==> src/rtl/player_input_ctrl_pkg.sv <==
`default_nettype none
// ============================================================
// player_input_ctrl_pkg: shared game constants, button indices and
// defend state encoding.                              Rev 1.0
// ============================================================
package player_input_ctrl_pkg;

  localparam int DEFEND_MAX_FR = 30;
  localparam int DEFEND_CD_FR  = 60;

  localparam int NUM_BTN    = 5;
  localparam int BTN_RIGHT  = 0;
  localparam int BTN_LEFT   = 1;
  localparam int BTN_JUMP   = 2;
  localparam int BTN_SQUAT  = 3;
  localparam int BTN_DEFEND = 4;

  typedef enum logic [1:0] {
    D_IDLE    = 2'd0,
    D_ACTIVE  = 2'd1,
    D_COOL    = 2'd2,
    D_WAITREL = 2'd3
  } defend_state_e;

endpackage
`default_nettype wire

==> src/rtl/player_input_ctrl_btn_debounce.sv <==
`default_nettype none
// ============================================================
// btn_debounce: two-flop synchroniser plus hold-time debounce filter,
// with a one-cycle pulse on each debounced rising edge.  Rev 1.0
// ============================================================
module btn_debounce #(
  parameter int DEBOUNCE_CYC = 250000,
  parameter int DB_W         = $clog2(DEBOUNCE_CYC + 1)
) (
  input  logic clk,
  input  logic rst_n,
  input  logic raw,
  output logic level,
  output logic rise
);
  import player_input_ctrl_pkg::*;

  logic            s1;
  logic            s2;
  logic [DB_W-1:0] cnt;

  always_ff @(posedge clk or negedge rst_n) begin
    if (!rst_n) begin
      s1    <= 1'b0;
      s2    <= 1'b0;
      cnt   <= '0;
      level <= 1'b0;
      rise  <= 1'b0;
    end else begin
      s1   <= raw;
      s2   <= s1;
      rise <= 1'b0;
      if (s2 == level) begin
        cnt <= '0;
      end else if (cnt == DB_W'(DEBOUNCE_CYC - 1)) begin
        // s2 has differed for DEBOUNCE_CYC consecutive cycles
        level <= s2;
        rise  <= s2;
        cnt   <= '0;
      end else begin
        cnt <= cnt + 1'b1;
      end
    end
  end

endmodule
`default_nettype wire

==> src/rtl/player_input_ctrl.sv <==
`default_nettype none
// ============================================================
// player_input_ctrl: debounced, frame-sampled player buttons with
// single-frame jump and defend duration/cooldown policy. Rev 1.0
// ============================================================
module player_input_ctrl #(
  parameter int DEBOUNCE_CYC  = 250000,
  parameter int DEFEND_MAX_FR = player_input_ctrl_pkg::DEFEND_MAX_FR,
  parameter int DEFEND_CD_FR  = player_input_ctrl_pkg::DEFEND_CD_FR,
  parameter int DB_W          = $clog2(DEBOUNCE_CYC + 1),
  parameter int FR_W          = 7
) (
  input  logic clk,
  input  logic rst_n,
  input  logic frame_tick,
  input  logic btn_right,
  input  logic btn_left,
  input  logic btn_jump,
  input  logic btn_squat,
  input  logic btn_defend,
  output logic right,
  output logic left,
  output logic jump,
  output logic squat,
  output logic defend,
  output logic defend_cd
);
  import player_input_ctrl_pkg::*;

  logic [NUM_BTN-1:0] raw;
  logic [NUM_BTN-1:0] level;
  logic [NUM_BTN-1:0] rise;
  logic               unused_rise;
  logic               jump_pend;
  defend_state_e      state;
  logic [FR_W-1:0]    cnt;

  assign raw = {btn_defend, btn_squat, btn_jump, btn_left, btn_right};

  for (genvar i = 0; i < NUM_BTN; i++) begin : g_btn
    btn_debounce #(
      .DEBOUNCE_CYC(DEBOUNCE_CYC),
      .DB_W        (DB_W)
    ) u_db (
      .clk  (clk),
      .rst_n(rst_n),
      .raw  (raw[i]),
      .level(level[i]),
      .rise (rise[i])
    );
  end

  // Only jump is edge-driven; the other buttons are consumed as levels.
  assign unused_rise = ^{rise[BTN_RIGHT], rise[BTN_LEFT], rise[BTN_SQUAT], rise[BTN_DEFEND]};

  always_ff @(posedge clk or negedge rst_n) begin
    if (!rst_n) begin
      right     <= 1'b0;
      left      <= 1'b0;
      squat     <= 1'b0;
      jump      <= 1'b0;
      jump_pend <= 1'b0;
    end else if (frame_tick) begin
      right     <= level[BTN_RIGHT] & ~level[BTN_LEFT];
      left      <= level[BTN_LEFT] & ~level[BTN_RIGHT];
      squat     <= level[BTN_SQUAT];
      jump      <= jump_pend;
      jump_pend <= rise[BTN_JUMP];  // an edge coincident with the tick waits for the next one
    end else if (rise[BTN_JUMP]) begin
      jump_pend <= 1'b1;
    end
  end

  always_ff @(posedge clk or negedge rst_n) begin
    if (!rst_n) begin
      state     <= D_IDLE;
      cnt       <= '0;
      defend    <= 1'b0;
      defend_cd <= 1'b0;
    end else if (frame_tick) begin
      case (state)
        D_IDLE: begin
          if (level[BTN_DEFEND]) begin
            state  <= D_ACTIVE;
            defend <= 1'b1;
            cnt    <= FR_W'(1);
          end
        end
        D_ACTIVE: begin
          if (!level[BTN_DEFEND] || cnt == FR_W'(DEFEND_MAX_FR)) begin
            state     <= D_COOL;
            defend    <= 1'b0;
            defend_cd <= 1'b1;
            cnt       <= '0;
          end else begin
            cnt <= cnt + 1'b1;
          end
        end
        D_COOL: begin
          if (cnt == FR_W'(DEFEND_CD_FR - 1)) begin
            cnt       <= '0;
            defend_cd <= 1'b0;
            state     <= level[BTN_DEFEND] ? D_WAITREL : D_IDLE;
          end else begin
            cnt <= cnt + 1'b1;
          end
        end
        D_WAITREL: begin
          if (!level[BTN_DEFEND]) state <= D_IDLE;
        end
        default: state <= D_IDLE;
      endcase
    end
  end

endmodule
`default_nettype wire

==> config.mk <==
export PLATFORM = sky130hd
export DESIGN_NAME = player_input_ctrl
export DESIGN_NICKNAME = d
export VERILOG_FILES = /design/src/rtl/player_input_ctrl_pkg.sv /design/src/rtl/player_input_ctrl_btn_debounce.sv /design/src/rtl/player_input_ctrl.sv
export SDC_FILE = /design/constraint.sdc
export NUM_CORES = 1
export LEC_CHECK = 0
export ABC_AREA = 1
export CAP_MARGIN = 20
export CORE_ASPECT_RATIO = 0.8
export CORE_MARGIN = 8
export CORE_UTILIZATION = 55
export CTS_CLUSTER_SIZE = 24
export DETAILED_ROUTE_END_ITERATION = 12
export PLACE_DENSITY = 0.72
export SYNTH_ARGS = -nofsm -noshare
export SYNTH_HDL_FRONTEND = slang
export SYNTH_SLANG_ARGS = --single-unit
==> constraint.sdc <==
create_clock -name clk -period 5 [get_ports clk]
set_clock_uncertainty 0.2 [all_clocks]
set_input_delay 0.5 -clock clk [delete_from_list [all_inputs] [get_ports clk]]
set_output_delay 0.5 -clock clk [all_outputs]
set_load 0.01 [all_outputs]
==> flow_metrics.tcl <==
set metrics [dict create \
    hold_viol 0 \
    grt_max_degree 91 \
    place.gp.congestion 0.876 \
    critPathSlowestCell "clkdlybuf4s50_1" \
    syn_area_per_cell_um2 7.41 \
    yosysWarningCount 0 \
    dpl.hpwl_um 9690 \
    dp.cells 1075 \
    post-route-min-period_ns 2.10 \
    crit_path_start_kind "register" \
    cts_inserted_buffers 17 \
    grt_pass1_wl_um 23900 \
    maxSlewViolCount 0 \
    antenna_found_initial 0 \
    cts_buffer_depth 2 \
    max_freq_mhz 476 \
    wl_met2_um 5720 \
    h-tree-depth 4 \
    netlist_top_cells_area "dfrtp_1 (45%), nor2_1 (12%), nand2_1 (12%)" \
    wl_met1_um 7250 \
    portBuffers 13 \
    reg2reg_slack_ns 3.13 \
    die_x_um 140 \
    hold_path.class "register to register" \
    crit_required_ns 4.30 \
    track_usage 0.184 \
    n_antenna_cell 0 \
    clkTransAtPathRegs_ns 0.05 \
    pwr-share-seq 0.456 \
    root_buffer "clkbuf_16" \
    fin_nets 964 \
    finalCritPeriodShare 0.420 \
    die_area_um2 16200 \
    top_layer_used "met4" \
    cts_tree "built" \
    leakage_nw 3.44 \
    synth_cells 916 \
    worstMarginPinSlew_ns 0.947 \
    yosysUniqueCellTypes 33 \
    critical_path_class "register to output pin" \
    path_cells "clkdlybuf4s50_1" \
    finalNonFillerCells 1107 \
    grt_setup_unrepaired "no" \
    crit_fanout 2 \
    syn2layout_area_growth_pct 12.7 \
    synth_top_cell_area_share 0.450 \
    start_util 0.560 \
    final_area_um2 7640 \
    clk_latency_ns 0.43 \
    cpPeakStageDelay_ns 0.56 \
    vias 5538 \
    drt-pass1-iter-count 6 \
    synth.yosys.seq_area_share 0.450 \
    grt_pass1_vias 5093 \
    grt.overflow.total 0 \
    crit_family "buffers and inverters" \
    cell_internal_pwr_mw 1.75 \
    combPwrFrac 0.029 \
    endpoint_kind "output pin" \
    met3_length_um 538 \
    synth.cell_area_um2 6780 \
    switchingPower_mw 0.474 \
    worst_ep_arrival_time_ns 1.40 \
    rows 36 \
    p_sw_frac 0.213 \
    critPathBufInv 1 \
    power_density_nw_per_um2 291 \
    cts_sinks 122 \
    viasPerCell 5.00 \
    setup_viol 0 \
    fin_setup_tns_ns 0 \
    num_io_pins 14 \
    place_area_um2 7080 \
    die_h_um 115 \
    slew_headroom 0.364 \
    drv_cap 0 \
    drtIter0Drc 355 \
    nFillCells 1061 \
    synth_nets 937 \
    drc 0 \
    status "completed" \
    ant_nets 0 \
    synth_area_leader_cell "dfrtp_1" \
    coreArea_um2 12100 \
    wl_per_cell_um 12.4 \
    layout-drive-gt1-share 0.0775 \
    wirelength_um 13700 \
    ys_ff_latch 122 \
    ir_drop_uv 304 \
    power_frac_clock 0.515 \
]
kinds of logic (layout without fill, tap and decap cells):
| logic type | Yosys count | count (layout) | share of synthesized area |
|---|---|---|---|
| compound gates | 30 | 30 | 0.0236 |
| mux | 1 | 1 | 0.00166 |
| flops | 122 | 122 | 0.450 |
| fa+ha+maj | 13 | 13 | 0.0240 |
| xor+xnor | 41 | 41 | 0.0551 |
| buf+inv | 127 | 166 | 0.0717 |
| simple gates | 582 | 582 | 0.374 |
synthesized netlist by cell type:
| cell | n |
|---|---|
| nor2_2 | 11 |
| nand3_1 | 56 |
| o21bai_1 | 1 |
| nor2_4 | 5 |
| dfrtp_1 | 122 |
| o21ai_1 | 1 |
| buf_2 | 5 |
| xor2_1 | 26 |
| a21oi_1 | 17 |
| nor3b_1 | 3 |
| nand3b_1 | 11 |
| nor3_2 | 5 |
| nor2_1 | 223 |
| nor3_1 | 20 |
| and2_1 | 1 |
| ha_1 | 13 |
| inv_2 | 8 |
| nor3_4 | 1 |
| nand2_2 | 7 |
| xnor2_1 | 13 |
| mux2_2 | 1 |
| buf_4 | 1 |
| a31oi_1 | 1 |
| xnor2_2 | 2 |
| a21boi_0 | 1 |
| a21oi_2 | 1 |
| nand3_2 | 2 |
| or2_2 | 1 |
| nand4_1 | 24 |
| clkbuf_1 | 1 |
| inv_1 | 112 |
| o21ai_0 | 8 |
| nand2_1 | 212 |
power groups by stage:
stage	clock network [mW]	logic, mW	registers [mW]
2_1_floorplan	0	0.0299	1.03
3_3_place_gp	0	0.0669	1.03
3_5_place_dp	0	0.0673	1.03
4_1_cts	1.17	0.0680	1.01
5_1_grt	1.22	0.0770	1.02
6_report	1.15	0.0653	1.01
registers in the layout, indices dropped and copies added, names as in the netlist:
register / cells
defend: 1
state: 2
left: 1
jump: 1
g_btn.u_db.cnt: 90
defend_cd: 1
g_btn.u_db.level: 5
right: 1
squat: 1
cnt: 7
g_btn.u_db.s2: 5
g_btn.u_db.rise: 1
jump_pend: 1
g_btn.u_db.s1: 5
placed cells by master (no fill, tap or decap), types with 13 or more instances in the layout:
cell type  netlist  final
clkbuf_16        0     17
xor2_1          26     26
nand3_1         56     56
nor3_1          20     20
a21oi_1         17     17
inv_1          112    112
xnor2_1         13     13
nand4_1         24     24
ha_1            13     13
nand2_1        212    212
nor2_1         223    223
dfrtp_1        122    122
what timing repair did:
| item | 4_1_cts | 5_1_grt |
|---|---|---|
| gates resized for setup | 0 | 0 |
| endpoints found under the hold margin | 89 | 0 |
| hold buffers | 1 | 0 |
| buffers inserted | 0 | 0 |
layer usage:
metal  vias up  track usage
li1       2917            -
met1      2522        0.260
met2        84        0.263
met3        15       0.0498
met4         0       0.0758
met5         -            0
final cells by class:
cell class,count,area (um^2),share of cell area
multi-input cells,667,3240,0.424
repair buffers,15,149,0.0195
inverters,120,450,0.0589
clock buffers,24,492,0.0643
flip-flops and latches,122,3050,0.399
well taps,152,190,0.0249
clock inverters,7,66.3,0.00867
per-stage QoR:
step	power (mW)	hold WS [ns]	setup slack [ns]	util
after detailed placement	1.10	0.135	2.63	0.584
final	2.23	0.146	2.90	0.631
after floorplan	1.06	0.00441	3.38	-
after global routing	2.31	0.149	2.86	0.631
after CTS	2.26	0.147	2.88	0.631
after global placement	1.10	0.134	2.68	0.584
worst paths after layout:
| check | endpoint | from | depth (start not counted) |
|---|---|---|---|
| max reg2reg | g_btn[1].u_db.cnt[16]$_DFF_PN0_ | g_btn[1].u_db.level$_DFFE_PN0P_ | 4 |
| max | left | left$_DFFE_PN0P_ | 1 |
| min in group asynchronous | g_btn[0].u_db.cnt[17]$_DFF_PN0_ | rst_n | 2 |
| max in group asynchronous | g_btn[1].u_db.cnt[12]$_DFF_PN0_ | rst_n | 3 |
| min | g_btn[2].u_db.s2$_DFF_PN0_ | g_btn[2].u_db.s1$_DFF_PN0_ | 0 |
| min reg2reg | g_btn[2].u_db.s2$_DFF_PN0_ | g_btn[2].u_db.s1$_DFF_PN0_ | 0 |
(Power assumes the default switching activity.)
